==> src/rtl/hazard_ctrl_pkg.sv <==
// ---------------------------------------------------------------------------
// pipeline_ctrl_pkg
// Shared types and constants for the hazard controller of the five-stage
// RV32IM pipeline.
//   muldiv_state_e      : RUN / BUSY state of the M-extension stall timer
//   FWD_RS1 / FWD_RS2   : bit positions inside the 2-bit forwarding enables
//   DEFAULT_*_LATENCY   : default EX occupancy of MUL* and DIV*/REM* ops
//   rd_match()          : one source-vs-destination forwarding compare
// ---------------------------------------------------------------------------
package pipeline_ctrl_pkg;

    typedef enum logic [0:0] {
        RUN  = 1'b0,
        BUSY = 1'b1
    } muldiv_state_e;

    localparam int FWD_RS1 = 0;
    localparam int FWD_RS2 = 1;

    localparam int DEFAULT_MUL_LATENCY = 2;
    localparam int DEFAULT_DIV_LATENCY = 34;

    // A source hits a later-stage destination only when it is really read,
    // the destination is written and it is not x0.
    function automatic logic rd_match(input logic       uses,
                                      input logic [4:0] rs,
                                      input logic [4:0] rd,
                                      input logic       we);
        return uses && we && (rs != 5'd0) && (rs == rd);
    endfunction

endpackage

==> src/rtl/hazard_ctrl_if.sv <==
// ---------------------------------------------------------------------------
// hazard_ctrl_if
// Bundle of pipeline-status inputs and stall/flush/forward controls of the
// hazard controller.
//   slave  : the hazard controller (reads pipeline status, drives controls)
//   master : the pipeline / testbench side (drives status, reads controls)
// Inputs : ID_RS1/2, ID_USES_RS1/2, EX_RD, EX_WRITE_ENABLE, EX_MEM_READ,
//          MEM_RD, MEM_WRITE_ENABLE, EX_PC_SELECT, EX_MULDIV, EX_IS_DIV
// Outputs: ID_MEM_FORWARD_EN, ID_WB_FORWARD_EN, PC_STALL, IF_ID_STALL,
//          ID_EX_STALL, IF_ID_FLUSH, ID_EX_FLUSH, EX_MEM_FLUSH,
//          MULDIV_BUSY, MULDIV_DONE
// All controls are level signals sampled by the pipeline registers on the
// next rising clock edge; there is no valid/ready handshake on this bundle.
// ---------------------------------------------------------------------------
interface hazard_ctrl_if;

    logic [4:0] ID_RS1;
    logic [4:0] ID_RS2;
    logic       ID_USES_RS1;
    logic       ID_USES_RS2;
    logic [4:0] EX_RD;
    logic       EX_WRITE_ENABLE;
    logic       EX_MEM_READ;
    logic [4:0] MEM_RD;
    logic       MEM_WRITE_ENABLE;
    logic       EX_PC_SELECT;
    logic       EX_MULDIV;
    logic       EX_IS_DIV;

    logic [1:0] ID_MEM_FORWARD_EN;
    logic [1:0] ID_WB_FORWARD_EN;
    logic       PC_STALL;
    logic       IF_ID_STALL;
    logic       ID_EX_STALL;
    logic       IF_ID_FLUSH;
    logic       ID_EX_FLUSH;
    logic       EX_MEM_FLUSH;
    logic       MULDIV_BUSY;
    logic       MULDIV_DONE;

    modport slave (
        input  ID_RS1, ID_RS2, ID_USES_RS1, ID_USES_RS2,
               EX_RD, EX_WRITE_ENABLE, EX_MEM_READ,
               MEM_RD, MEM_WRITE_ENABLE,
               EX_PC_SELECT, EX_MULDIV, EX_IS_DIV,
        output ID_MEM_FORWARD_EN, ID_WB_FORWARD_EN,
               PC_STALL, IF_ID_STALL, ID_EX_STALL,
               IF_ID_FLUSH, ID_EX_FLUSH, EX_MEM_FLUSH,
               MULDIV_BUSY, MULDIV_DONE
    );

    modport master (
        output ID_RS1, ID_RS2, ID_USES_RS1, ID_USES_RS2,
               EX_RD, EX_WRITE_ENABLE, EX_MEM_READ,
               MEM_RD, MEM_WRITE_ENABLE,
               EX_PC_SELECT, EX_MULDIV, EX_IS_DIV,
        input  ID_MEM_FORWARD_EN, ID_WB_FORWARD_EN,
               PC_STALL, IF_ID_STALL, ID_EX_STALL,
               IF_ID_FLUSH, ID_EX_FLUSH, EX_MEM_FLUSH,
               MULDIV_BUSY, MULDIV_DONE
    );

endinterface

==> src/rtl/hazard_ctrl_muldiv_stall_timer.sv <==
// ---------------------------------------------------------------------------
// muldiv_stall_timer
// Counts the EX occupancy of a multi-cycle M-extension op.
//   CLK, RST   : clock, synchronous active-high reset
//   ex_muldiv  : M op present in EX
//   ex_is_div  : M op is DIV*/REM* (else MUL*)
//   abort      : taken branch/jump in EX; cancels any sequence
//   busy       : hold the op in EX this cycle
//   done       : final EX cycle of a multi-cycle op (one-cycle pulse)
//   state_dbg  : current FSM state
// An op of latency L raises busy in its first L-1 cycles and done in cycle L.
// The first busy cycle is produced combinationally in RUN, so the counter is
// loaded with L-2 and BUSY ends when it reaches zero.
// ---------------------------------------------------------------------------
module muldiv_stall_timer
    import pipeline_ctrl_pkg::*;
#(
    parameter int MUL_LATENCY = DEFAULT_MUL_LATENCY,
    parameter int DIV_LATENCY = DEFAULT_DIV_LATENCY
) (
    input  logic          CLK,
    input  logic          RST,
    input  logic          ex_muldiv,
    input  logic          ex_is_div,
    input  logic          abort,
    output logic          busy,
    output logic          done,
    output muldiv_state_e state_dbg
);

    localparam int MAX_LAT = (MUL_LATENCY > DIV_LATENCY) ? MUL_LATENCY : DIV_LATENCY;
    localparam int CNT_W   = (MAX_LAT > 2) ? $clog2(MAX_LAT) : 1;

    localparam logic [CNT_W-1:0] MUL_LOAD = CNT_W'((MUL_LATENCY > 1) ? MUL_LATENCY - 2 : 0);
    localparam logic [CNT_W-1:0] DIV_LOAD = CNT_W'((DIV_LATENCY > 1) ? DIV_LATENCY - 2 : 0);
    localparam logic             MUL_MULTI = (MUL_LATENCY > 1);
    localparam logic             DIV_MULTI = (DIV_LATENCY > 1);

    muldiv_state_e    state;
    muldiv_state_e    state_nxt;
    logic [CNT_W-1:0] cnt;
    logic [CNT_W-1:0] cnt_load;
    logic             start;

    // Single-cycle ops never start a sequence; a flush suppresses the start.
    assign start     = ex_muldiv && (ex_is_div ? DIV_MULTI : MUL_MULTI) && !abort;
    assign cnt_load  = ex_is_div ? DIV_LOAD : MUL_LOAD;
    assign state_dbg = state;

    // State register and counter
    always_ff @(posedge CLK) begin
        if (RST) begin
            state <= RUN;
            cnt   <= '0;
        end else begin
            state <= state_nxt;
            if (state == RUN && start) begin
                cnt <= cnt_load;
            end else if (state == BUSY && cnt != '0) begin
                cnt <= cnt - 1'b1;
            end
        end
    end

    // Next-state logic
    always_comb begin
        state_nxt = state;
        unique case (state)
            RUN:  if (start) state_nxt = BUSY;
            BUSY: if (abort || cnt == '0) state_nxt = RUN;
            default: state_nxt = RUN;
        endcase
    end

    // Output logic
    always_comb begin
        busy = 1'b0;
        done = 1'b0;
        if (!RST) begin
            unique case (state)
                RUN:  busy = start;
                BUSY: begin
                    if (!abort) begin
                        if (cnt == '0) done = 1'b1;
                        else           busy = 1'b1;
                    end
                end
                default: ;
            endcase
        end
    end

endmodule

==> src/rtl/hazard_ctrl.sv <==
// ---------------------------------------------------------------------------
// hazard_ctrl
// Hazard controller for the five-stage RV32IM pipeline: ID-stage forwarding
// enables, load-use stall, control-transfer flush and M-extension stall.
//   CLK, RST  : clock, synchronous active-high reset (all outputs 0 while high)
//   hz        : hazard_ctrl_if.slave bundle (pipeline status in, controls out)
//   dbg_state : state of the M-extension stall timer (RUN when not built)
// Build option: MULDIV_STALL_EN. When defined, the muldiv_stall_timer is
// built and M ops hold EX for their latency. When undefined, M ops are
// single-cycle and EX_MULDIV / EX_IS_DIV are ignored.
// Priority: flush > M-op stall > load-use.
// ---------------------------------------------------------------------------
module hazard_ctrl
    import pipeline_ctrl_pkg::*;
#(
    parameter int MUL_LATENCY = DEFAULT_MUL_LATENCY,
    parameter int DIV_LATENCY = DEFAULT_DIV_LATENCY
) (
    input  logic          CLK,
    input  logic          RST,
    hazard_ctrl_if.slave  hz,
    output muldiv_state_e dbg_state
);

    logic [1:0] ex_hit;
    logic [1:0] mem_hit;
    logic [1:0] mem_fwd;
    logic [1:0] wb_fwd;
    logic       load_use;
    logic       flush;
    logic       md_busy;
    logic       md_done;

`ifdef MULDIV_STALL_EN
    muldiv_stall_timer #(
        .MUL_LATENCY (MUL_LATENCY),
        .DIV_LATENCY (DIV_LATENCY)
    ) u_timer (
        .CLK       (CLK),
        .RST       (RST),
        .ex_muldiv (hz.EX_MULDIV),
        .ex_is_div (hz.EX_IS_DIV),
        .abort     (hz.EX_PC_SELECT),
        .busy      (md_busy),
        .done      (md_done),
        .state_dbg (dbg_state)
    );
`else
    logic unused_md;
    assign unused_md = ^{CLK, hz.EX_MULDIV, hz.EX_IS_DIV,
                         32'(MUL_LATENCY), 32'(DIV_LATENCY)};
    assign md_busy   = 1'b0;
    assign md_done   = 1'b0;
    assign dbg_state = RUN;
`endif

    // Forwarding compare. The EX match is the younger producer and wins over
    // MEM; a load in EX has no data yet, so it is a load-use stall instead.
    always_comb begin
        ex_hit[FWD_RS1]  = rd_match(hz.ID_USES_RS1, hz.ID_RS1, hz.EX_RD, hz.EX_WRITE_ENABLE);
        ex_hit[FWD_RS2]  = rd_match(hz.ID_USES_RS2, hz.ID_RS2, hz.EX_RD, hz.EX_WRITE_ENABLE);
        mem_hit[FWD_RS1] = rd_match(hz.ID_USES_RS1, hz.ID_RS1, hz.MEM_RD, hz.MEM_WRITE_ENABLE);
        mem_hit[FWD_RS2] = rd_match(hz.ID_USES_RS2, hz.ID_RS2, hz.MEM_RD, hz.MEM_WRITE_ENABLE);
        mem_fwd          = ex_hit & ~{2{hz.EX_MEM_READ}};
        wb_fwd           = mem_hit & ~ex_hit;
        load_use         = |(ex_hit & {2{hz.EX_MEM_READ}});
        flush            = hz.EX_PC_SELECT;
    end

    // Priority and reset gating of every control output.
    always_comb begin
        hz.ID_MEM_FORWARD_EN = '0;
        hz.ID_WB_FORWARD_EN  = '0;
        hz.PC_STALL          = 1'b0;
        hz.IF_ID_STALL       = 1'b0;
        hz.ID_EX_STALL       = 1'b0;
        hz.IF_ID_FLUSH       = 1'b0;
        hz.ID_EX_FLUSH       = 1'b0;
        hz.EX_MEM_FLUSH      = 1'b0;
        hz.MULDIV_BUSY       = 1'b0;
        hz.MULDIV_DONE       = 1'b0;
        if (!RST) begin
            hz.ID_MEM_FORWARD_EN = mem_fwd;
            hz.ID_WB_FORWARD_EN  = wb_fwd;
            if (flush) begin
                hz.IF_ID_FLUSH = 1'b1;
                hz.ID_EX_FLUSH = 1'b1;
            end else if (md_busy) begin
                // Freeze PC..ID/EX; the bubble into EX/MEM lets MEM/WB drain.
                hz.PC_STALL     = 1'b1;
                hz.IF_ID_STALL  = 1'b1;
                hz.ID_EX_STALL  = 1'b1;
                hz.EX_MEM_FLUSH = 1'b1;
                hz.MULDIV_BUSY  = 1'b1;
            end else if (load_use) begin
                hz.PC_STALL    = 1'b1;
                hz.IF_ID_STALL = 1'b1;
                hz.ID_EX_FLUSH = 1'b1;
            end
            hz.MULDIV_DONE = md_done && !flush;
        end
    end

endmodule

==> src/flat_wrapper.sv <==
// flat-port wrapper written by rule: the top's interface ports become plain ports
module hazard_ctrl_flat import pipeline_ctrl_pkg::*;
#(
    parameter int MUL_LATENCY = DEFAULT_MUL_LATENCY,
    parameter int DIV_LATENCY = DEFAULT_DIV_LATENCY
)
  (CLK, RST, dbg_state, hz_ID_RS1, hz_ID_RS2, hz_ID_USES_RS1, hz_ID_USES_RS2, hz_EX_RD, hz_EX_WRITE_ENABLE, hz_EX_MEM_READ, hz_MEM_RD, hz_MEM_WRITE_ENABLE, hz_EX_PC_SELECT, hz_EX_MULDIV, hz_EX_IS_DIV, hz_ID_MEM_FORWARD_EN, hz_ID_WB_FORWARD_EN, hz_PC_STALL, hz_IF_ID_STALL, hz_ID_EX_STALL, hz_IF_ID_FLUSH, hz_ID_EX_FLUSH, hz_EX_MEM_FLUSH, hz_MULDIV_BUSY, hz_MULDIV_DONE);
  hazard_ctrl_if hz_i ();
  input  logic CLK;
  input  logic RST;
  output muldiv_state_e dbg_state;
  input wire logic [$bits(hz_i.ID_RS1)-1:0] hz_ID_RS1;
  input wire logic [$bits(hz_i.ID_RS2)-1:0] hz_ID_RS2;
  input wire logic [$bits(hz_i.ID_USES_RS1)-1:0] hz_ID_USES_RS1;
  input wire logic [$bits(hz_i.ID_USES_RS2)-1:0] hz_ID_USES_RS2;
  input wire logic [$bits(hz_i.EX_RD)-1:0] hz_EX_RD;
  input wire logic [$bits(hz_i.EX_WRITE_ENABLE)-1:0] hz_EX_WRITE_ENABLE;
  input wire logic [$bits(hz_i.EX_MEM_READ)-1:0] hz_EX_MEM_READ;
  input wire logic [$bits(hz_i.MEM_RD)-1:0] hz_MEM_RD;
  input wire logic [$bits(hz_i.MEM_WRITE_ENABLE)-1:0] hz_MEM_WRITE_ENABLE;
  input wire logic [$bits(hz_i.EX_PC_SELECT)-1:0] hz_EX_PC_SELECT;
  input wire logic [$bits(hz_i.EX_MULDIV)-1:0] hz_EX_MULDIV;
  input wire logic [$bits(hz_i.EX_IS_DIV)-1:0] hz_EX_IS_DIV;
  output wire logic [$bits(hz_i.ID_MEM_FORWARD_EN)-1:0] hz_ID_MEM_FORWARD_EN;
  output wire logic [$bits(hz_i.ID_WB_FORWARD_EN)-1:0] hz_ID_WB_FORWARD_EN;
  output wire logic [$bits(hz_i.PC_STALL)-1:0] hz_PC_STALL;
  output wire logic [$bits(hz_i.IF_ID_STALL)-1:0] hz_IF_ID_STALL;
  output wire logic [$bits(hz_i.ID_EX_STALL)-1:0] hz_ID_EX_STALL;
  output wire logic [$bits(hz_i.IF_ID_FLUSH)-1:0] hz_IF_ID_FLUSH;
  output wire logic [$bits(hz_i.ID_EX_FLUSH)-1:0] hz_ID_EX_FLUSH;
  output wire logic [$bits(hz_i.EX_MEM_FLUSH)-1:0] hz_EX_MEM_FLUSH;
  output wire logic [$bits(hz_i.MULDIV_BUSY)-1:0] hz_MULDIV_BUSY;
  output wire logic [$bits(hz_i.MULDIV_DONE)-1:0] hz_MULDIV_DONE;
  assign hz_i.ID_RS1 = hz_ID_RS1;
  assign hz_i.ID_RS2 = hz_ID_RS2;
  assign hz_i.ID_USES_RS1 = hz_ID_USES_RS1;
  assign hz_i.ID_USES_RS2 = hz_ID_USES_RS2;
  assign hz_i.EX_RD = hz_EX_RD;
  assign hz_i.EX_WRITE_ENABLE = hz_EX_WRITE_ENABLE;
  assign hz_i.EX_MEM_READ = hz_EX_MEM_READ;
  assign hz_i.MEM_RD = hz_MEM_RD;
  assign hz_i.MEM_WRITE_ENABLE = hz_MEM_WRITE_ENABLE;
  assign hz_i.EX_PC_SELECT = hz_EX_PC_SELECT;
  assign hz_i.EX_MULDIV = hz_EX_MULDIV;
  assign hz_i.EX_IS_DIV = hz_EX_IS_DIV;
  assign hz_ID_MEM_FORWARD_EN = hz_i.ID_MEM_FORWARD_EN;
  assign hz_ID_WB_FORWARD_EN = hz_i.ID_WB_FORWARD_EN;
  assign hz_PC_STALL = hz_i.PC_STALL;
  assign hz_IF_ID_STALL = hz_i.IF_ID_STALL;
  assign hz_ID_EX_STALL = hz_i.ID_EX_STALL;
  assign hz_IF_ID_FLUSH = hz_i.IF_ID_FLUSH;
  assign hz_ID_EX_FLUSH = hz_i.ID_EX_FLUSH;
  assign hz_EX_MEM_FLUSH = hz_i.EX_MEM_FLUSH;
  assign hz_MULDIV_BUSY = hz_i.MULDIV_BUSY;
  assign hz_MULDIV_DONE = hz_i.MULDIV_DONE;
  hazard_ctrl #(.MUL_LATENCY(MUL_LATENCY), .DIV_LATENCY(DIV_LATENCY)) u_core (.CLK(CLK), .RST(RST), .hz(hz_i), .dbg_state(dbg_state));
endmodule
==> config.mk <==
export PLATFORM = sky130hd
export DESIGN_NAME = hazard_ctrl_flat
export DESIGN_NICKNAME = d
export VERILOG_FILES = /design/src/rtl/hazard_ctrl_pkg.sv /design/src/rtl/hazard_ctrl_if.sv /design/src/rtl/hazard_ctrl_muldiv_stall_timer.sv /design/src/rtl/hazard_ctrl.sv /design/src/flat_wrapper.sv
export SDC_FILE = /design/constraint.sdc
export NUM_CORES = 1
export LEC_CHECK = 0
export CAP_MARGIN = 10
export CORE_MARGIN = 1.5
export CORE_UTILIZATION = 26
export DETAILED_ROUTE_END_ITERATION = 10
export GPL_TIMING_DRIVEN = 0
export PLACE_DENSITY = 0.78
export SLEW_MARGIN = 15
export SYNTH_ARGS = -nofsm -noshare
export SYNTH_HDL_FRONTEND = slang
export SYNTH_HIERARCHICAL = 1
export SYNTH_SLANG_ARGS = --single-unit
export TNS_END_PERCENT = 10
==> constraint.sdc <==
create_clock -name vclk -period 1.79
set_clock_uncertainty 0.05 [all_clocks]
set_input_delay 0.358 -clock vclk [all_inputs]
set_output_delay 0.358 -clock vclk [all_outputs]
set_load 0.01 [all_outputs]
---- Word level (Yosys, flattened, before mapping) ----
Index checks and enable logic that the tools add are counted.
word-level totals
  flip-flop bits (word level) ............. 0
  bits of input ports ..................... 30
  output and inout port bits .............. 13
  word-level logic and storage cells ...... 33
cells by class
  equality and inequality tests ........... 4
  mux-type cells .......................... 9
  bitwise operators ....................... 5
  reductions and logical operators ........ 15
operator list
  kind                 number
  equality test 5 bit  4
  logical AND 1 bit    12
  nonzero test 5 bit   2
  2-to-1 mux 1 bit     7
  AND 2 bit            3
  2-to-1 mux 2 bit     2
  NOT 2 bit            2
  OR reduction 2 bit   1

---- Longest topological paths before layout ----
  word-level depth ........................ 8
  depth in mapped cells ................... 6
  mapped depth without buffers ............ 5

---- Worst setup path after synthesis ----
OpenSTA, ideal clock, no wires.
  path kind ............................... input-to-output
  from .................................... in hz_ID_RS1[1]
  to ...................................... out hz_PC_STALL
  data arrival time ....................... 1464 ps
  required time ........................... 1382 ps
  setup slack ............................. -82 ps
  stages .................................. 6
  buffers on the path ..................... 1
  path through ............................ or4_4 o21ai_2 nor3_2 o21ai_2 nor2_1 buf_4
on the way
  cells in the longest elaborated chain, start to end .. 8
  elaborated cells between the ends (all ways) .. 9
  classes of those cells .................. 1 x eq/ne; 3 x mux; 1 x bitwise; 4 x reduce/logical
ends and longest elaborated chain
  element                             RTL line               RTL
  from (decl)                         flat_wrapper.sv:12     input wire logic [$bits(hz_i.ID_RS1)-1:0] hz_ID_RS1;
  nonzero test 5 bit                  hazard_ctrl_pkg.sv:29  return uses && we && (rs != 5'd0) && (rs == rd);
  logical AND 1 bit                   hazard_ctrl_pkg.sv:29
  logical AND 1 bit (*)               hazard_ctrl_pkg.sv:29
  AND 2 bit (*)                       hazard_ctrl.sv:66      load_use = |(ex_hit & {2{hz.EX_MEM_READ}});
  OR reduction 2 bit (*)              hazard_ctrl.sv:66
  2-to-1 mux 1 bit (*) (3 in series)  -
  to (decl)                           flat_wrapper.sv:26     output wire logic [$bits(hz_i.PC_STALL)-1:0] hz_PC_STALL;
Mark *: on every way between the ends. The rest lies on a longest branch, timed or not.

---- Worst setup path in the final report ----
  from .................................... in hz_ID_RS1[3]
  to ...................................... out hz_PC_STALL
on the way
  cells in the longest elaborated chain, start to end .. 8
  elaborated cells between the ends (all ways) .. 9
  classes of those cells .................. 1 x eq/ne; 3 x mux; 1 x bitwise; 4 x reduce/logical
ends and longest elaborated chain
  element                 RTL line               RTL
  nonzero test 5 bit      hazard_ctrl_pkg.sv:29
  logical AND 1 bit       hazard_ctrl_pkg.sv:29
  logical AND 1 bit (*)   hazard_ctrl_pkg.sv:29
  AND 2 bit (*)           hazard_ctrl.sv:66
  OR reduction 2 bit (*)  hazard_ctrl.sv:66
  2-to-1 mux 1 bit (*)    hazard_ctrl.sv:95      end else if (load_use) begin
  2-to-1 mux 1 bit (*)    hazard_ctrl.sv:85      if (flush) begin
  2-to-1 mux 1 bit (*)    hazard_ctrl.sv:82      if (!RST) begin
Marked as above.

==> run summary <==
## Worst setup path
- Worst Path Buf+Inv: 3
- maximum fanout along the worst path: 3
- critical path capture point type: primary output
- crit-path max cell delay: 530 ps
- crit path from: hz_ID_RS1[3]
- category of the worst setup path launch point: primary input
- Crit Path Class: in -> out
- cells along the critical path: buf_8, or4_4, o21ai_4, nor3_4, o21ai_2, nor2_2, buf_4, buf_6
- Critical Path Slowest Stage Cell: sky130_fd_sc_hd__or4_4
- largest delay contributor family on the critical path: simple AND/OR/NAND/NOR gates
- Crit path arrival time: 1680 ps
- data required time of the critical path: 1380 ps

## Run status
- result of the run: finished with violations
- violations in the final reports: setup timing

## STA
- setup repair after global routing missed its margin: true
- post-layout worst setup margin: -294 ps
- final period demand of the worst path: 2080 ps
- share of the clock period used by the worst path after layout: 1.16
- number of setup violations in the final report: 7
- highest clock rate: 480 MHz
- final count of pins violating max slew: 0
- worst hold-check slack: 1050 ps
- number of failing hold endpoints at the final stage: 0

## Die
- core outline area: 1330 um2
- total die area: 1720 um2
- horizontal die dimension: 41.5 um
- FP Rows: 13
- Die Height: 41.5 um
- initial standard-cell utilization of the core: 0.289
- number of top-level pins: 43

## Yosys
- share of the yosys chip area belonging to registers: 0
- Syn Std Cell Area: 385 um2
- mean cell area of the mapped netlist: 7.56 um2
- total number of yosys warnings: 6
- number of distinct library cells after synthesis: 17
- cells after synthesis: 51

## Pwr
- leakage: 0.372 nW
- logic gate share of total power: 1.000
- Power per Cell Area: 198 nW/um2
- peak ir drop on the vdd network: 0.0890 mV
- Clock Power Share: 0
- fraction of power consumed by sequential logic: 0
- internal power summed over all cells: 0.0909 mW
- net switching component of the power: 0.0665 mW
- fraction of power spent switching nets: 0.422

## Routing
- Initial DRT Pass Iterations: 2
- Routed Antenna Nets: 0
- DRC violations left: 0
- vias after detailed routing: 482
- routed wire length: 1290 um
- detailed-route vias per instance: 4.38
- routed wire length per instance: 11.7 um
- DRT iter0 DRCs: 5

## Finish
- number of diodes: 0
- clock buffer instance count of the final layout: 0
- utilization after layout: 0.596
- register area: 0 um2
- Area Overhead vs Synth: 106%
- fraction of layout instances using a drive strength above 1: 0.400
- layout net count: 127
- final cell count without fillers: 110
- fillcell total: 137
- num sequential: 0

## Placed design
- Place WS: -1060 ps
- count of buffers from port buffering: 35
- gpl congestion: 0.805
- total half-perimeter wirelength after legalization and detailed placement: 979 um
- DP Cell Count: 105

## Global route
- All-Layer GR Usage: 0.155
- total global routing overflow: 0
- vias in the first global route: 492
- maximum number of pins on one net before global-route repair: 6
- GR met2 Demand/Resource: 0.291
- routing usage on met3: 0.0174
- gr busiest metal: met2
- wire length of the first global-routing pass: 2200 um
- number of antenna violations at the first check in global routing: 0
- GR Util met1: 0.200

## Min path
- path category of the worst min-delay check: in -> out
- launch instance of the worst min-delay path: hz_ID_RS1[3]

## CTS
- count of hold buffers inserted by post-cts repair: 0

## Flow run
- Maximum Capacitance Violations: 0

## metrics by stage
| step | TNS (ps) | power (mW) | area [um2] |
|---|---|---|---|
| 3_5_place_dp | -6810 | 0.153 | 769 |
| 2_1_floorplan | -127 | 0.0642 | 400 |
| 4_1_cts | -1580 | 0.153 | 772 |
| 6_report | -1630 | 0.157 | 795 |
| 3_3_place_gp | -6750 | 0.152 | 769 |
| 5_1_grt | -2050 | 0.169 | 795 |
## power by group through the flow
| stage | logic, mW | registers, mW | clock network, mW |
|---|---|---|---|
| after floorplan | 0.0642 | 0 | 0 |
| after global placement | 0.152 | 0 | 0 |
| after detailed placement | 0.153 | 0 | 0 |
| after CTS | 0.153 | 0 | 0 |
| after global routing | 0.169 | 0 | 0 |
| final | 0.157 | 0 | 0 |
## layout make-up
cell class                      count  area, um2  share of cell area
Buffer                              6       45.0              0.0567
Multi-Input combinational cell     49        392               0.493
Timing Repair Buffer               40        339               0.427
Tap cell                           15       18.8              0.0236
## cell usage after synthesis
library cell	instances	area (um2)
sky130_fd_sc_hd__xor2_1	8	70.1
sky130_fd_sc_hd__or4_4	1	11.3
sky130_fd_sc_hd__nand4_1	2	12.5
sky130_fd_sc_hd__nor3_1	2	10.0
sky130_fd_sc_hd__nor2_1	1	3.75
sky130_fd_sc_hd__nor3b_1	2	15.0
sky130_fd_sc_hd__o21ai_2	3	26.3
sky130_fd_sc_hd__nand2_1	2	7.51
sky130_fd_sc_hd__buf_4	6	45.0
sky130_fd_sc_hd__nand3_1	2	10.0
sky130_fd_sc_hd__nand2b_1	1	6.26
sky130_fd_sc_hd__or4_1	1	7.51
sky130_fd_sc_hd__conb_1	1	3.75
sky130_fd_sc_hd__nor2b_1	3	18.8
sky130_fd_sc_hd__nor3_2	2	20.0
sky130_fd_sc_hd__xnor2_1	12	105
sky130_fd_sc_hd__nor4_1	2	12.5
## per-layer routing
metal  vias to the layer above  share of wire
li1                        255              -
met3                         0          0.071
met4                         0              0
met5                         -              0
met1                       206           0.41
met2                        21           0.52
## cell families after synthesis
group / Yosys count / synth area share
AND/OR/NAND/NOR: 21 / 0.351
AO/OA/AOI/OAI: 3 / 0.0682
buffers and inverters: 6 / 0.117
other: 1 / 0.00973
XOR/XNOR: 20 / 0.455
## tightest hold or removal path, delay by kind of cell
kind	cells	cell delay, ps
xor gates and xnor gates	1	60
buffers and inverters	2	210
and+or+nand+nor	2	120
## layout by cell type, fill, tap and decap left out, types with 3 or more instances in the layout
cell and count:
sky130_fd_sc_hd__conb_1 5, sky130_fd_sc_hd__buf_6 3, sky130_fd_sc_hd__buf_2 10, sky130_fd_sc_hd__xor2_1 8
sky130_fd_sc_hd__nor2b_1 3, sky130_fd_sc_hd__dlygate4sd2_1 10, sky130_fd_sc_hd__xnor2_1 12, sky130_fd_sc_hd__clkdlybuf4s50_1 7
sky130_fd_sc_hd__buf_4 11
## what timing repair did
item	in CTS	in global routing
buffers inserted	5	0
resized for setup	85	8
pin swaps	12	6
setup endpoints to repair	8	8
## worst paths after layout
| path | end | slack, ps | cells past startpoint |
|---|---|---|---|
| hold / removal | hz_ID_WB_FORWARD_EN[0] | 1050 | 5 |
| setup / recovery | hz_PC_STALL | -290 | 8 |
No activity file was read; power rests on OpenSTA's default activity.
